## config.mk

```make
export PLATFORM = sky130hd
export DESIGN_NAME = prg_saver
export DESIGN_NICKNAME = d
export VERILOG_FILES = /design/src/rtl/prg_saver.sv
export SDC_FILE = /design/constraint.sdc
export NUM_CORES = 1
export LEC_CHECK = 0
export ABC_AREA = 1
export CAP_MARGIN = 20
export CORE_ASPECT_RATIO = 1.1
export CORE_MARGIN = 5
export CORE_UTILIZATION = 54
export CTS_BUF_LIST = sky130_fd_sc_hd__clkbuf_8
export CTS_CLUSTER_DIAMETER = 30
export DETAILED_ROUTE_END_ITERATION = 8
export GPL_TIMING_DRIVEN = 1
export HOLD_SLACK_MARGIN = 0.03
export MAX_ROUTING_LAYER = met4
export PLACE_DENSITY = 0.88
export SETUP_SLACK_MARGIN = 0.5
export SLEW_MARGIN = 30
export SYNTH_ARGS = -nofsm -noshare
export SYNTH_HDL_FRONTEND = slang
export SYNTH_SLANG_ARGS = --single-unit
export TNS_END_PERCENT = 5
```

## constraint.sdc

```tcl
create_clock -name clk_sys -period 2.1 [get_ports clk_sys]
set_clock_uncertainty 0.05 [all_clocks]
set_input_delay 0.42 -clock clk_sys [delete_from_list [all_inputs] [get_ports clk_sys]]
set_output_delay 0.42 -clock clk_sys [all_outputs]
set_load 0.05 [all_outputs]
```

## src/rtl/prg_saver.sv

```systemverilog
// Streams the BASIC program held in main RAM out as a .PRG image: a two-byte
// little-endian load address followed by the bytes from TXTTAB up to the end pointer.
module prg_saver #(
    parameter logic [15:0] PTR_START = 16'h002B,
    parameter logic [15:0] PTR_END   = 16'h002D
) (
    input  logic        clk_sys,
    input  logic        reset_n,
    input  logic        start,
    input  logic        abort,
    output logic        busy,
    output logic        done,
    output logic        err,
    output logic [15:0] prg_len,
    output logic [15:0] mem_addr,
    output logic        mem_rd,
    input  logic [7:0]  mem_din,
    output logic [7:0]  out_data,
    output logic        out_valid,
    input  logic        out_ready,
    output logic        out_last
);

    typedef enum logic [3:0] {
        S_IDLE,
        S_PTR,
        S_CHECK,
        S_HDR0,
        S_HDR1,
        S_FETCH,
        S_LATCH,
        S_SEND,
        S_FIN
    } state_t;

    state_t      state_reg;
    logic [2:0]  ptr_cnt_reg;
    logic [15:0] s_ptr_reg;
    logic [15:0] e_ptr_reg;
    logic [15:0] cur_reg;

    logic        xfer;
    logic [15:0] e_last;
    logic [15:0] cur_next;

    assign xfer     = out_valid & out_ready;
    assign e_last   = e_ptr_reg - 16'd1;
    assign cur_next = cur_reg + 16'd1;

    always_ff @(posedge clk_sys) begin
        if (!reset_n) begin
            state_reg   <= S_IDLE;
            ptr_cnt_reg <= 3'd0;
            s_ptr_reg   <= 16'd0;
            e_ptr_reg   <= 16'd0;
            cur_reg     <= 16'd0;
            busy        <= 1'b0;
            done        <= 1'b0;
            err         <= 1'b0;
            prg_len     <= 16'd0;
            mem_addr    <= 16'd0;
            mem_rd      <= 1'b0;
            out_data    <= 8'd0;
            out_valid   <= 1'b0;
            out_last    <= 1'b0;
        end else begin
            done <= 1'b0;
            err  <= 1'b0;
            // A cancel wins over everything, including a beat accepted this cycle.
            if (abort && state_reg != S_IDLE) begin
                state_reg <= S_IDLE;
                busy      <= 1'b0;
                mem_rd    <= 1'b0;
                out_valid <= 1'b0;
                out_last  <= 1'b0;
            end else begin
                case (state_reg)
                    S_IDLE: begin
                        if (start) begin
                            state_reg   <= S_PTR;
                            busy        <= 1'b1;
                            ptr_cnt_reg <= 3'd0;
                            mem_addr    <= PTR_START;
                            mem_rd      <= 1'b1;
                        end
                    end
                    // Issue four pointer reads back to back; each byte lands one
                    // cycle after its address, so capture trails issue by one step.
                    S_PTR: begin
                        ptr_cnt_reg <= ptr_cnt_reg + 3'd1;
                        case (ptr_cnt_reg)
                            3'd0: mem_addr <= PTR_START + 16'd1;
                            3'd1: begin
                                s_ptr_reg[7:0] <= mem_din;
                                mem_addr       <= PTR_END;
                            end
                            3'd2: begin
                                s_ptr_reg[15:8] <= mem_din;
                                mem_addr        <= PTR_END + 16'd1;
                            end
                            3'd3: begin
                                e_ptr_reg[7:0] <= mem_din;
                                mem_rd         <= 1'b0;
                            end
                            default: begin
                                e_ptr_reg[15:8] <= mem_din;
                                state_reg       <= S_CHECK;
                            end
                        endcase
                    end
                    S_CHECK: begin
                        prg_len <= e_ptr_reg - s_ptr_reg;
                        if (e_ptr_reg <= s_ptr_reg) begin
                            err       <= 1'b1;
                            busy      <= 1'b0;
                            state_reg <= S_IDLE;
                        end else begin
                            cur_reg   <= s_ptr_reg;
                            out_data  <= s_ptr_reg[7:0];
                            out_valid <= 1'b1;
                            out_last  <= 1'b0;
                            state_reg <= S_HDR0;
                        end
                    end
                    S_HDR0: begin
                        if (xfer) begin
                            out_data  <= s_ptr_reg[15:8];
                            state_reg <= S_HDR1;
                        end
                    end
                    S_HDR1: begin
                        if (xfer) begin
                            out_valid <= 1'b0;
                            mem_addr  <= cur_reg;
                            mem_rd    <= 1'b1;
                            state_reg <= S_FETCH;
                        end
                    end
                    S_FETCH: begin
                        mem_rd    <= 1'b0;
                        state_reg <= S_LATCH;
                    end
                    S_LATCH: begin
                        out_data  <= mem_din;
                        out_valid <= 1'b1;
                        out_last  <= (cur_reg == e_last);
                        state_reg <= S_SEND;
                    end
                    S_SEND: begin
                        if (xfer) begin
                            out_valid <= 1'b0;
                            out_last  <= 1'b0;
                            if (out_last) begin
                                done      <= 1'b1;
                                busy      <= 1'b0;
                                state_reg <= S_FIN;
                            end else begin
                                cur_reg   <= cur_next;
                                mem_addr  <= cur_next;
                                mem_rd    <= 1'b1;
                                state_reg <= S_FETCH;
                            end
                        end
                    end
                    S_FIN: begin
                        state_reg <= S_IDLE;
                    end
                    default: begin
                        state_reg <= S_IDLE;
                        busy      <= 1'b0;
                        mem_rd    <= 1'b0;
                        out_valid <= 1'b0;
                        out_last  <= 1'b0;
                    end
                endcase
            end
        end
    end

endmodule

```

==> results.py <==
metrics = {
    "outcome": {
        "status": "finished, violations left",
        "violations": "negative setup slack",
    },
    "critical_path": {
        "crit_path_start_kind": "register",
        "ff2ff_path_depth": 14,
        "endpoint_kind": "register",
        "cp_data_arrival_time_ps": 2530,
        "slowest_stage": "dfxtp_1",
        "path_buf_inv": 3,
        "reg2reg_to": "cur_reg[9]",
        "path_cells": "inv_1 > ha_4 > nand2_1 > nand2_1 > inv_1 > o21ai_0 > a21oi_2 > nand2_2 > nand2_2 > nand2_4 > nand2_8 > buf_6 > o21ai_2 > nor2_1",
        "crit_path_max_incr_delay_ps": 370,
        "reg2reg_from": "s_ptr_reg[13]",
        "required_ps": 2350,
        "cp_max_fo": 5,
        "path_delay_family": "simple AND/OR/NAND/NOR gates",
        "r2r_slack_ps": -180,
        "critPathKind": "reg2reg",
    },
    "power": {
        "finalPower_mw": 8.63,
        "power.leakage_nw": 3.42,
        "power_frac_seq_pct": 28.8,
        "peakVddDrop_v": 0.000717,
        "p_per_area_mw_per_mm2": 1110,
        "intPower_mw": 4.66,
        "pwr-share-comb_pct": 54.7,
        "switching_share_pct": 46.0,
        "switchingPower_mw": 3.97,
        "pwr-share-clk_pct": 16.5,
    },
    "clock_network": {
        "root_buffer": "clkbuf_8",
        "numCtsBuffers": 9,
        "cts_tree": "yes",
        "cts.clk_slew.worst_paths_ps": 110,
        "cts_hold_buf": 0,
        "clockBufferDepth": 2,
        "clkLatencyLatePin_ps": 400,
        "htreeDepth": 3,
        "cts_num_sinks": 101,
    },
    "min_path": {
        "hold_depth": 3,
        "hold_end": "out_data[5]",
        "hold_start": "reset_n",
        "hp-class": "in2reg",
    },
    "timing": {
        "final-hold-violation-count": 0,
        "grt_setup_unrepaired": "true",
        "tns_ps": -3440,
        "post-route-min-period_ps": 2280,
        "relSlewSlack_pct": 63.5,
        "fmax_ghz": 0.439,
        "finalWorstSetupSlack_ps": -175,
        "setup_violations": 28,
        "slew_violations": 0,
        "worstMarginPinSlew_ps": 547,
        "hold_ws_ps": 262,
        "fin_crit_sh_pct": 108,
    },
    "floorplanning": {
        "die_width_um": 111,
        "io_pins": 59,
        "die_area_mm2": 0.0134,
        "start_util_pct": 55.3,
        "num_rows": 40,
        "fp.dieH_um": 121,
        "core_mm2": 0.0110,
    },
    "synthesis": {
        "synth.avg_cell_area_um2": 6.55,
        "synth_area_leaders": "dfxtp_1, nand2_1, o21ai_0, a21oi_1, nor2_1",
        "ys_warn_count": 0,
        "syn_area_mm2": 0.00606,
        "syn_nets": 962,
        "ys_seq_area_share_pct": 33.4,
        "yosysUniqueCellTypes": 42,
        "netlist.area_leader.share_pct": 33.4,
        "synth_seq_cells": 101,
        "synth.largest_area_cell": "dfxtp_1",
        "syn_inst": 925,
    },
    "global_route": {
        "grt_pass1_wl_mm": 29.9,
        "grt_use_total_pct": 27.8,
        "grt_pass1_vias": 6258,
        "antenna_found_initial": 1,
        "grt.overflow.total": 0,
        "grt_max_degree": 46,
    },
    "layout": {
        "drive_above_1_share_pct": 18.8,
        "fillers": 811,
        "multi_input_area_mm2": 0.00372,
        "regArea_mm2": 0.00203,
        "area_growth_pct": 28.7,
        "fin_area_mm2": 0.00780,
        "nets": 1084,
    },
    "routing": {
        "num_vias": 7072,
        "drc": 0,
        "routed_wl_mm": 20.3,
        "drt_iter0_drc": 920,
        "wire_per_inst_um": 16.9,
        "ant_nets": 0,
        "firstDrtPassIters": 7,
        "vias_per_cell": 5.89,
    },
    "placed_design": {
        "dpl-instance-area_mm2": 0.00723,
        "dp_slack_ps": -117,
        "hpwl_mm": 13.7,
        "place_congestion": 1.03,
        "port_buffers": 58,
    },
    "job": {
        "maxCapViolCount": 0,
    },
}
stage by stage:
| step | util [%] | instances |
|---|---|---|
| 5_1_grt | 71.1 | 1200 |
| 2_1_floorplan | - | 925 |
| 4_1_cts | 68.8 | 1194 |
| 6_report | 71.1 | 1200 |
| 3_3_place_gp | 66.0 | 1172 |
| 3_5_place_dp | 66.0 | 1172 |
how the worst max path moves through the flow:
stage                       start           to  slack (ps)  cells past startpoint
floorplan            e_ptr_reg[0]  out_data[5]         -50                     16
CTS                  e_ptr_reg[0]  cur_reg[10]          20                     14
finish              s_ptr_reg[13]   cur_reg[9]        -180                     14
detailed placement   e_ptr_reg[0]  cur_reg[14]        -120                     14
global route         s_ptr_reg[7]  cur_reg[11]        -220                     14
global placement     e_ptr_reg[0]  cur_reg[13]         -10                     14
metal layers:
layer	global-route usage, %	wire [um]	share of wire, %
met2	44.5	9130	45
met4	14.4	1360	6.7
met1	33.7	7900	39
met5	-	0	0
met3	4.89	1930	9.5
cells in the final DEF (no fill, tap or decap), types with 5 or more instances in the layout:
master | synthesis | routed
nand4_1 | 9 | 9
clkdlybuf4s50_1 | 0 | 51
inv_2 | 13 | 14
a21oi_1 | 91 | 86
clkbuf_2 | 1 | 6
xnor2_1 | 7 | 7
o22ai_1 | 7 | 7
nand2_1 | 180 | 167
o21a_1 | 5 | 5
o21ai_0 | 104 | 101
nand3_1 | 48 | 44
clkbuf_8 | 0 | 9
o21ai_2 | 1 | 8
nor3_1 | 13 | 12
o21ai_1 | 9 | 5
ha_1 | 23 | 14
o21bai_1 | 7 | 7
nand2_2 | 6 | 17
buf_4 | 4 | 72
nand3_2 | 1 | 5
nor2_1 | 114 | 109
ha_4 | 0 | 8
dfxtp_2 | 0 | 10
xor2_1 | 16 | 16
dfxtp_1 | 101 | 91
nor2_2 | 8 | 11
inv_1 | 106 | 102
timing repair:
action,in CTS,in global routing
gates cloned,3,0
resized for setup,15,76
pin swaps,3,12
buffers inserted,3,5
endpoints found under the setup margin,143,147
power groups by stage:
stage               registers (mW)  logic, mW  clock network [mW]
finish                        2.49       4.72                1.42
detailed placement            2.51       3.98                   0
global placement              2.50       3.90                   0
global route                  2.52       5.09                1.51
floorplan                     3.01       2.32                   0
CTS                           2.47       4.20                1.42
cell type report:
class | count | area share [%]
antenna | 1 | 0.0321
tap | 147 | 2.36
clock inverter | 7 | 1.27
inverter | 120 | 5.92
timing repair buffer | 136 | 15.0
multi-input combinational | 679 | 47.7
clock buffer | 9 | 1.59
sequential | 101 | 26.1
Yosys cell counts:
cell	number
nor4_1	2
o21ai_1	9
o211ai_1	2
o21bai_1	7
buf_6	3
clkbuf_1	14
nor2_1	114
o22ai_1	7
nor3_1	13
clkinv_1	1
nor2_4	1
buf_2	5
nor3_2	2
clkbuf_2	1
a21o_1	3
ha_1	23
a21oi_1	91
nor2_2	8
nand4_1	9
nand2_1	180
o21ai_0	104
and2_4	1
inv_2	13
or2_2	2
nor3b_1	1
and3_1	1
fa_1	1
dfxtp_1	101
a31oi_1	3
xnor2_1	7
o21a_1	5
nand2_2	6
buf_4	4
o21ai_2	1
or2_1	1
inv_1	106
a211oi_1	4
nand3_2	1
nand3_1	48
nand3b_1	3
a221oi_1	1
xor2_1	16
worst register-to-register path: stages (launching register included):
cell and delay (ps):
dfxtp_1 370, inv_1 120, ha_4 310, nand2_1 60, nand2_1 70, inv_1 70
o21ai_0 300, a21oi_2 80, nand2_2 100, nand2_2 80, nand2_4 150, nand2_8 90
buf_6 170, o21ai_2 120, nor2_1 50
logic make-up after synthesis:
logic type,after synthesis,synth area share (%)
adder cells (fa/ha/maj),24,5.08
flip-flops,101,33.4
AND/OR/NAND/NOR,393,27.6
AO/OA/AOI/OAI,237,20.8
XOR/XNOR,23,3.33
buffers and inverters,147,9.85
(Power assumes the default switching activity.)
